--- config.mk ---
export PLATFORM = sky130hd
export DESIGN_NAME = sdram_cmd_sequencer
export DESIGN_NICKNAME = d
export VERILOG_FILES = /design/src/rtl/sdram_cmd_sequencer.sv
export SDC_FILE = /design/constraint.sdc
export NUM_CORES = 1
export LEC_CHECK = 0
export ABC_AREA = 1
export BUFFER_PORTS_ARGS = -buffer_cell sky130_fd_sc_hd__buf_2
export CORE_MARGIN = 5
export CORE_UTILIZATION = 48
export CTS_BUF_LIST = sky130_fd_sc_hd__clkbuf_16
export DETAILED_ROUTE_END_ITERATION = 12
export GPL_TIMING_DRIVEN = 0
export PLACE_DENSITY = 0.76
export SLEW_MARGIN = 15
export SYNTH_ARGS = -nofsm -noshare
export SYNTH_HDL_FRONTEND = slang
export SYNTH_SLANG_ARGS = --single-unit
--- constraint.sdc ---
create_clock -name CLK -period 1.2 [get_ports CLK]
set_input_delay 0.12 -clock CLK [delete_from_list [all_inputs] [get_ports CLK]]
set_output_delay 0.12 -clock CLK [all_outputs]
set_load 0.02 [all_outputs]
--- src/rtl/sdram_cmd_sequencer.sv ---
// rtl/sdram_cmd_sequencer.sv - SDRAM pin command sequencer with tRCD/tRP/tRFC/CL timing
// Optional RD_VALID output is enabled by defining SDRAM_RDVALID_EN.
module sdram_cmd_sequencer #(
  parameter int ASIZE    = 22,
  parameter int ROWSIZE  = 12,
  parameter int COLSIZE  = 8,
  parameter int BANKSIZE = 2,
  parameter int TRCD     = 3,
  parameter int TRP      = 3,
  parameter int TRFC     = 7,
  parameter int CL       = 3,
  parameter int BL       = 8
) (
  input  logic                CLK,
  input  logic                RESET_N,
  input  logic                NOP,
  input  logic                READA,
  input  logic                WRITEA,
  input  logic                REFRESH,
  input  logic                PRECHARGE,
  input  logic                LOAD_MODE,
  input  logic [ASIZE-1:0]    SADDR,
  input  logic                REF_REQ,
  input  logic                INIT_DONE,
  output logic                CM_ACK,
  output logic                REF_ACK,
  output logic                OE,
  output logic [ROWSIZE-1:0]  SA,
  output logic [BANKSIZE-1:0] BA,
  output logic                CS_N,
  output logic                RAS_N,
  output logic                CAS_N,
  output logic                WE_N
`ifdef SDRAM_RDVALID_EN
  ,
  output logic                RD_VALID
`endif
);

  localparam logic [3:0] CMD_NOP   = 4'b0111;
  localparam logic [3:0] CMD_ACT   = 4'b0011;
  localparam logic [3:0] CMD_READ  = 4'b0101;
  localparam logic [3:0] CMD_WRITE = 4'b0100;
  localparam logic [3:0] CMD_PRE   = 4'b0010;
  localparam logic [3:0] CMD_REF   = 4'b0001;
  localparam logic [3:0] CMD_LMR   = 4'b0000;

  localparam logic [4:0] LD_TRCD = 5'(TRCD - 1);
  localparam logic [4:0] LD_TRP  = 5'(TRP);
  localparam logic [4:0] LD_TRFC = 5'(TRFC - 1);
  localparam logic [4:0] LD_WR   = 5'(BL - 1);
  localparam logic [4:0] LD_RD   = 5'(CL + BL - 1);
  localparam logic [ROWSIZE-1:0] A10 = ROWSIZE'(1024);

  typedef enum logic [2:0] {IDLE, ACT_WAIT, RW, RD_WAIT, WR_BURST, PRE_WAIT, REF_WAIT} state_t;

  state_t              state_q, state_d;
  logic [4:0]          cnt_q, cnt_d;
  logic [3:0]          cmd_q, cmd_d;
  logic [ROWSIZE-1:0]  sa_q, sa_d;
  logic [BANKSIZE-1:0] ba_q, ba_d, bank_q, bank_d;
  logic [COLSIZE-1:0]  col_q, col_d;
  logic                is_wr_q, is_wr_d;
  logic                cm_ack_q, cm_ack_d, ref_ack_q, ref_ack_d, oe_q, oe_d;
  logic                last;
  logic                unused_nop;

  assign unused_nop = NOP;

  // Each wait state emits NOPs while the counter runs down; cnt_q<=1 marks the final one.
  always_comb begin
    state_d   = state_q;
    cnt_d     = (cnt_q != '0) ? cnt_q - 5'd1 : '0;
    cmd_d     = CMD_NOP;
    sa_d      = sa_q;
    ba_d      = ba_q;
    bank_d    = bank_q;
    col_d     = col_q;
    is_wr_d   = is_wr_q;
    cm_ack_d  = 1'b0;
    ref_ack_d = 1'b0;
    oe_d      = 1'b0;
    last      = (cnt_q <= 5'd1);
    case (state_q)
      IDLE: begin
        if (LOAD_MODE) begin
          cmd_d = CMD_LMR;
          sa_d  = SADDR[ROWSIZE-1:0];
          ba_d  = '0;
        end else if (PRECHARGE) begin
          cmd_d   = CMD_PRE;
          sa_d    = A10;
          ba_d    = '0;
          state_d = PRE_WAIT;
          cnt_d   = LD_TRP;
        end else if (REFRESH || (REF_REQ && INIT_DONE)) begin
          cmd_d     = CMD_REF;
          ref_ack_d = !REFRESH;
          state_d   = REF_WAIT;
          cnt_d     = LD_TRFC;
        end else if ((WRITEA || READA) && INIT_DONE) begin
          cmd_d   = CMD_ACT;
          is_wr_d = WRITEA;
          bank_d  = SADDR[ASIZE-1 -: BANKSIZE];
          col_d   = SADDR[COLSIZE-1:0];
          ba_d    = SADDR[ASIZE-1 -: BANKSIZE];
          sa_d    = SADDR[COLSIZE +: ROWSIZE];
          state_d = ACT_WAIT;
          cnt_d   = LD_TRCD;
        end
      end
      ACT_WAIT: if (last) state_d = RW;
      RW: begin
        cmd_d    = is_wr_q ? CMD_WRITE : CMD_READ;
        sa_d     = A10 | ROWSIZE'(col_q);
        ba_d     = bank_q;
        cm_ack_d = 1'b1;
        oe_d     = is_wr_q;
        state_d  = is_wr_q ? WR_BURST : RD_WAIT;
        cnt_d    = is_wr_q ? LD_WR : LD_RD;
      end
      WR_BURST: begin
        oe_d = 1'b1;
        if (last) begin
          state_d = PRE_WAIT;
          cnt_d   = LD_TRP;
        end
      end
      RD_WAIT: begin
        if (last) begin
          state_d = PRE_WAIT;
          cnt_d   = LD_TRP;
        end
      end
      PRE_WAIT, REF_WAIT: if (last) state_d = IDLE;
      default: state_d = IDLE;
    endcase
  end

  always_ff @(posedge CLK or negedge RESET_N) begin
    if (!RESET_N) begin
      state_q   <= IDLE;
      cnt_q     <= '0;
      cmd_q     <= 4'b1111;
      sa_q      <= '0;
      ba_q      <= '0;
      bank_q    <= '0;
      col_q     <= '0;
      is_wr_q   <= 1'b0;
      cm_ack_q  <= 1'b0;
      ref_ack_q <= 1'b0;
      oe_q      <= 1'b0;
    end else begin
      state_q   <= state_d;
      cnt_q     <= cnt_d;
      cmd_q     <= cmd_d;
      sa_q      <= sa_d;
      ba_q      <= ba_d;
      bank_q    <= bank_d;
      col_q     <= col_d;
      is_wr_q   <= is_wr_d;
      cm_ack_q  <= cm_ack_d;
      ref_ack_q <= ref_ack_d;
      oe_q      <= oe_d;
    end
  end

  assign {CS_N, RAS_N, CAS_N, WE_N} = cmd_q;
  assign SA      = sa_q;
  assign BA      = ba_q;
  assign CM_ACK  = cm_ack_q;
  assign REF_ACK = ref_ack_q;
  assign OE      = oe_q;

`ifdef SDRAM_RDVALID_EN
  // RD_WAIT counts down from CL+BL-1; its last BL counts line up with returning read data.
  logic rd_valid_q, rd_valid_d;
  assign rd_valid_d = (state_q == RD_WAIT) && (cnt_q != '0) && (cnt_q <= 5'(BL));

  always_ff @(posedge CLK or negedge RESET_N) begin
    if (!RESET_N) rd_valid_q <= 1'b0;
    else          rd_valid_q <= rd_valid_d;
  end

  assign RD_VALID = rd_valid_q;
`endif

endmodule

# [Yosys cells after proc, flatten, opt, wreduce, memory -nomap -nowiden]
# Cells that the tools add are included.
[op_classes] bitwise_logic=3 magnitude_cmp=1 reduce_logical=13 addsub=1 mux=39 eq_ne=13
[op_table] operator="$mux 12" n=4
[op_table] operator="$mux 3" n=12
[op_table] operator="$mux 5" n=6
[op_table] operator="$pmux 12 s2" n=1
[op_table] operator="$pmux 3 s5" n=1
[op_table] operator="$pmux 5 s3" n=1
[op_table] operator="$ne 4x4->1 const B" n=3
[op_table] operator="$reduce_and 5->1" n=2
[op_table] operator="$eq 3x3->1 const B" n=3
[op_table] operator="$mux 2" n=4
[op_table] operator="$eq 3x2->1 const B" n=2
[op_table] operator="$mux 1" n=6
[op_table] operator="$ne 2x2->1 const B" n=3
[op_table] operator="$pmux 3 s2" n=1
[op_table] operator="$le 5x1->1 const B" n=1
[op_table] operator="$reduce_bool 5->1" n=1
[op_table] operator="$sub 5x1->5 const B" n=1
[op_table] operator="$mux 4" n=1
[op_table] operator="$pmux 2 s2" n=1
[op_table] operator="$reduce_or 2->1" n=2
[op_table] operator="$eq 3x1->1 const B" n=1
[op_table] operator="$logic_not 3->1" n=1
[op_table] operator="$not 1->1" n=3
[op_table] operator="$reduce_and 3->1" n=1
[op_table] operator="6 further kinds" n=8
[totals] register_bits=40 wordCells=81 inputBits=32

# [Longest topological paths before layout]
[depth] word_depth=7 ltp_mapped=9

# [Least setup slack after synthesis]
# OpenSTA, ideal clock, no wires.
[synth_timing] kind="register to register" from="register state_q[0]" to="register sa_q[0] (netlist: SA[0])" path_stages_with_launch=9 path_buffers=1 required_ns=1.117 arrival_ns=1.203 slack_ns=-0.086 path_cell_list="dfrtp_1 -> nor2_4 -> nand2_4 -> nor2_2 -> nand2_1 -> nand3_4 -> buf_6 -> nand2_1 -> o21ai_0"
[synth_via] elab_chain_len=3 word_cells_on_any_way=7
[synth_rtl] item="start, declared" line_no="57" rtl="state_t state_q, state_d;"
[synth_rtl] item="start signal, assigned" line_no="154" rtl="state_q <= state_d;"
[synth_rtl] item="$logic_not 3->1 or $eq 3x2->1 (tied branches)" line_no="84" rtl="case (state_q)"
[synth_rtl] item="$ne 4x4->1 (no line) or $reduce_bool 2->1 (tied branches)"
[synth_rtl] item="$reduce_and 3->1 (no line)"
[synth_rtl] item="end signal, assigned" line_no="145" rtl="sa_q <= '0;"
[synth_rtl] item="end signal, assigned" line_no="157" rtl="sa_q <= sa_d;"
[synth_rtl] item="end, declared" line_no="60" rtl="logic [ROWSIZE-1:0] sa_q, sa_d;"
# Parallel ways exist; a longest one is shown, timed or not.
# A chain may end at the register's enable or synchronous reset.

# [Final worst setup path]
[layout_timing] from="register state_q[1]" to="register col_q[1]"
[layout_via] elab_chain_len=2
[layout_rtl] item="$logic_not 3->1" line_no="84"
[layout_rtl] item="$reduce_and 5->1 (no line)"
[layout_rtl] item="end signal, assigned" line_no="160" rtl="col_q <= col_d;"
[layout_rtl] item="end, declared" line_no="62" rtl="logic [COLSIZE-1:0] col_q, col_d;"
# No other way between the ends.

==> flow_summary.yaml <==
setup_path:
  r2r-end: "col_q[1]"
  end_kind: "flop"
  r2r_cells: 8
  r2r_setup_slack_ps: -260
  startpoint_type: "flop"
  regToRegStartpoint: "state_q[1]"
  worstPathRequired_ps: 1370
  worstPathArrival_ps: 1630
  worstSetupPathType: "flop to flop"
  critPathMaxFanout: 6
layout:
  seq_area_um2: 1008
  multiInputGateArea_um2: 1281
  nNetsFinal: 394
  design_area_um2: 3269
  final_common_cell: "buf_2"
  drive_gt1_frac: 0.4833
  n_fill_cell: 267
  final_util: 0.7509
  layout_common_cells: "buf_2 (50), nand2_1 (49), dfrtp_1 (34), nand2_2 (23), inv_1 (22)"
  n_antenna_cell: 0
  syn_to_final_growth_pct: 51.48
global_routing:
  grt_max_degree: 41
  grt_pass1_vias: 2033
  antenna_found_initial: 0
  grt_pass1_wl_um: 9646
  grt_use_total: 0.2018
  grt-ovfl-total: 0
placement:
  hpwl_um: 3819
  post-place-ws_ps: -309.0
  placed_cell_area_um2: 2505
  io_buffers: 50
  gp_congestion: 0.8558
clocking:
  cts_tree: "yes"
  numCtsBuffers: 5
  clk_pin_slew_ps: 60
  clock_sinks: 40
  cts_buffer_depth: 2
  clkLatencyLatePin_ps: 290
  root_buffer: "clkbuf_16"
  ctsHtreeMaxLevel: 2
timing:
  drv_slew: 0
  max-slew-margin-rel: 0.6195
  worst_pin_slew_ps: 564.9
  final-hold-violation-count: 0
  min_period_over_period: 1.217
  fin_crit_ps: 1460
  fmax_mhz: 684.8
  skew_ps: 4.127
  layout_setup_ws_ps: -260.4
  fin_tns_setup_ps: -6493
  rsz0062_at_grt: "true"
  setup_viol: 36
  holdWs_ps: 22.10
synth:
  synth_seq_cells: 40
  synth_edf_count: 0
  synth_ff_type: "dfrtp_1"
  syn-num-nets: 309
  synthCells: 274
  syn_area_um2: 2158
  avgSynthCellArea_um2: 7.877
  yosys.area.top_type: "dfrtp_1"
  ys_top_cells_by_area: "dfrtp_1 (42%), nand2_1 (13%), o21ai_0 (8.3%)"
  ys_seq_area_frac: 0.4661
  ys_types: 32
  netlist.area_leader.share: 0.4174
  synthArstFlopShare: 1.000
  yosys_warnings: 0
floorplanning:
  die_w_um: 77.06
  dieArea_um2: 5937
  start_util: 0.4957
  ioPinCount: 53
  rows: 24
  core_area_um2: 4354
  die_h_um: 77.06
pwr:
  p_leak_nw: 1.684
  pwr-share-comb: 0.581
  p_sw_mw: 3.770
  p_int_mw: 4.625
  vdd_drop_max_uv: 1353
  power_frac_seq: 0.263
  p_sw_frac: 0.4491
  powerDensity_nw_per_um2: 2568
  clock_power_share: 0.156
routing:
  drc: 0
  wl_met2_um: 3435
  met3_length_um: 545
  vias_per_cell: 5.556
  drtIter0Drc: 242
  wl_met1_um: 2838
  finalWirelength_um: 7076
  dr.pass1.iters: 5
  routedWlPerCell_um: 17.17
  via_count: 2289
  top_layer_used: "met4"
  ant_nets: 0
min_path:
  hold_depth: 2
  whs_endpoint: "REF_ACK"
  min_path_type: "input pin to flop"
  hold_start: "REFRESH"
run:
  maxCapViolations: 0
status:
  status: "complete, but fails checks"
  violations: "negative setup slack"
-- Yosys cell counts (all sizes together), types with 2 or more instances --
cell / count
a21boi: 2
a21oi: 7
a22o: 2
buf: 6
clkbuf: 2
dfrtp: 36
dfstp: 4
ha: 3
inv: 35
mux2i: 8
nand2: 80
nand3: 18
nor2: 21
o211ai: 2
o21ai: 43
-- power by group through the flow --
stage          logic, mW  registers, mW  clock network [mW]
2_1_floorplan       1.93           2.45                   0
3_3_place_gp        3.01           2.13                   0
3_5_place_dp        3.07           2.14                   0
4_1_cts             3.80           2.14                1.32
5_1_grt             5.23           2.26                1.37
6_report            4.88           2.21                1.31
-- worst max-delay path by stage --
stage                     from       end  slack, ps  depth (start not counted)
detailed placement  state_q[1]     SA[3]       -310                          8
floorplan           state_q[1]     SA[0]        -90                          8
finish              state_q[1]  col_q[1]       -260                          8
CTS                 state_q[0]     SA[2]       -130                          8
global placement    state_q[1]     SA[2]       -280                          8
global route        state_q[1]  col_q[1]       -280                          8
-- routing by layer --
layer | global-route usage | vias up
li1 | - | 1053
met1 | 0.2724 | 1077
met2 | 0.3141 | 125
met3 | 0.04801 | 34
met4 | 0.07560 | 0
met5 | 0 | -
-- sequential cells by signal, indices dropped and copies added, names as in the netlist --
| name | cells |
|---|---|
| SA | 12 |
| col_q | 8 |
| cnt_q | 5 |
| cmd_q | 4 |
| state_q | 3 |
| BA | 2 |
| bank_q | 2 |
| CM_ACK | 1 |
| OE | 1 |
| REF_ACK | 1 |
| is_wr_q | 1 |
-- stage by stage --
stage | std cells | power [mW]
finish | 412 | 8.395
global route | 412 | 8.859
CTS | 400 | 7.252
detailed placement | 376 | 5.205
global placement | 376 | 5.145
floorplan | 274 | 4.385
-- what timing repair did --
action                                 in CTS  in global routing
pin swaps                                  11                 11
setup buffers                              13                 10
endpoints found under the hold margin      36                  0
hold buffers                                1                  0
gates resized for setup                    51                 72
setup endpoints to repair                  36                 71
gates cloned                                2                  2
-- logic make-up after synthesis --
family	after synthesis	synth area share
simple gates	120	0.2406
buf+inv	43	0.08869
other cells	1	0.001737
fa+ha+maj	3	0.01739
compound gates	59	0.1484
mux	8	0.03710
flops	40	0.4661
-- final cells by class --
class,instances,area share
plain buffers,8,0.02679
flip-flops and latches,40,0.3085
inverters,35,0.04401
well taps,52,0.01990
clock inverters,3,0.005741
multi-input cells,191,0.3919
repair buffers,78,0.1649
clock buffers,5,0.03827
-- critical path, cell delays in order (launching register included) --
cell,delay (ps)
dfrtp_2,440
nor2_4,150
nand2_4,100
nor2_4,130
buf_6,140
nand2_8,80
clkbuf_16,200
nand2_2,60
o21ai_1,60
(Power assumes the default switching activity.)
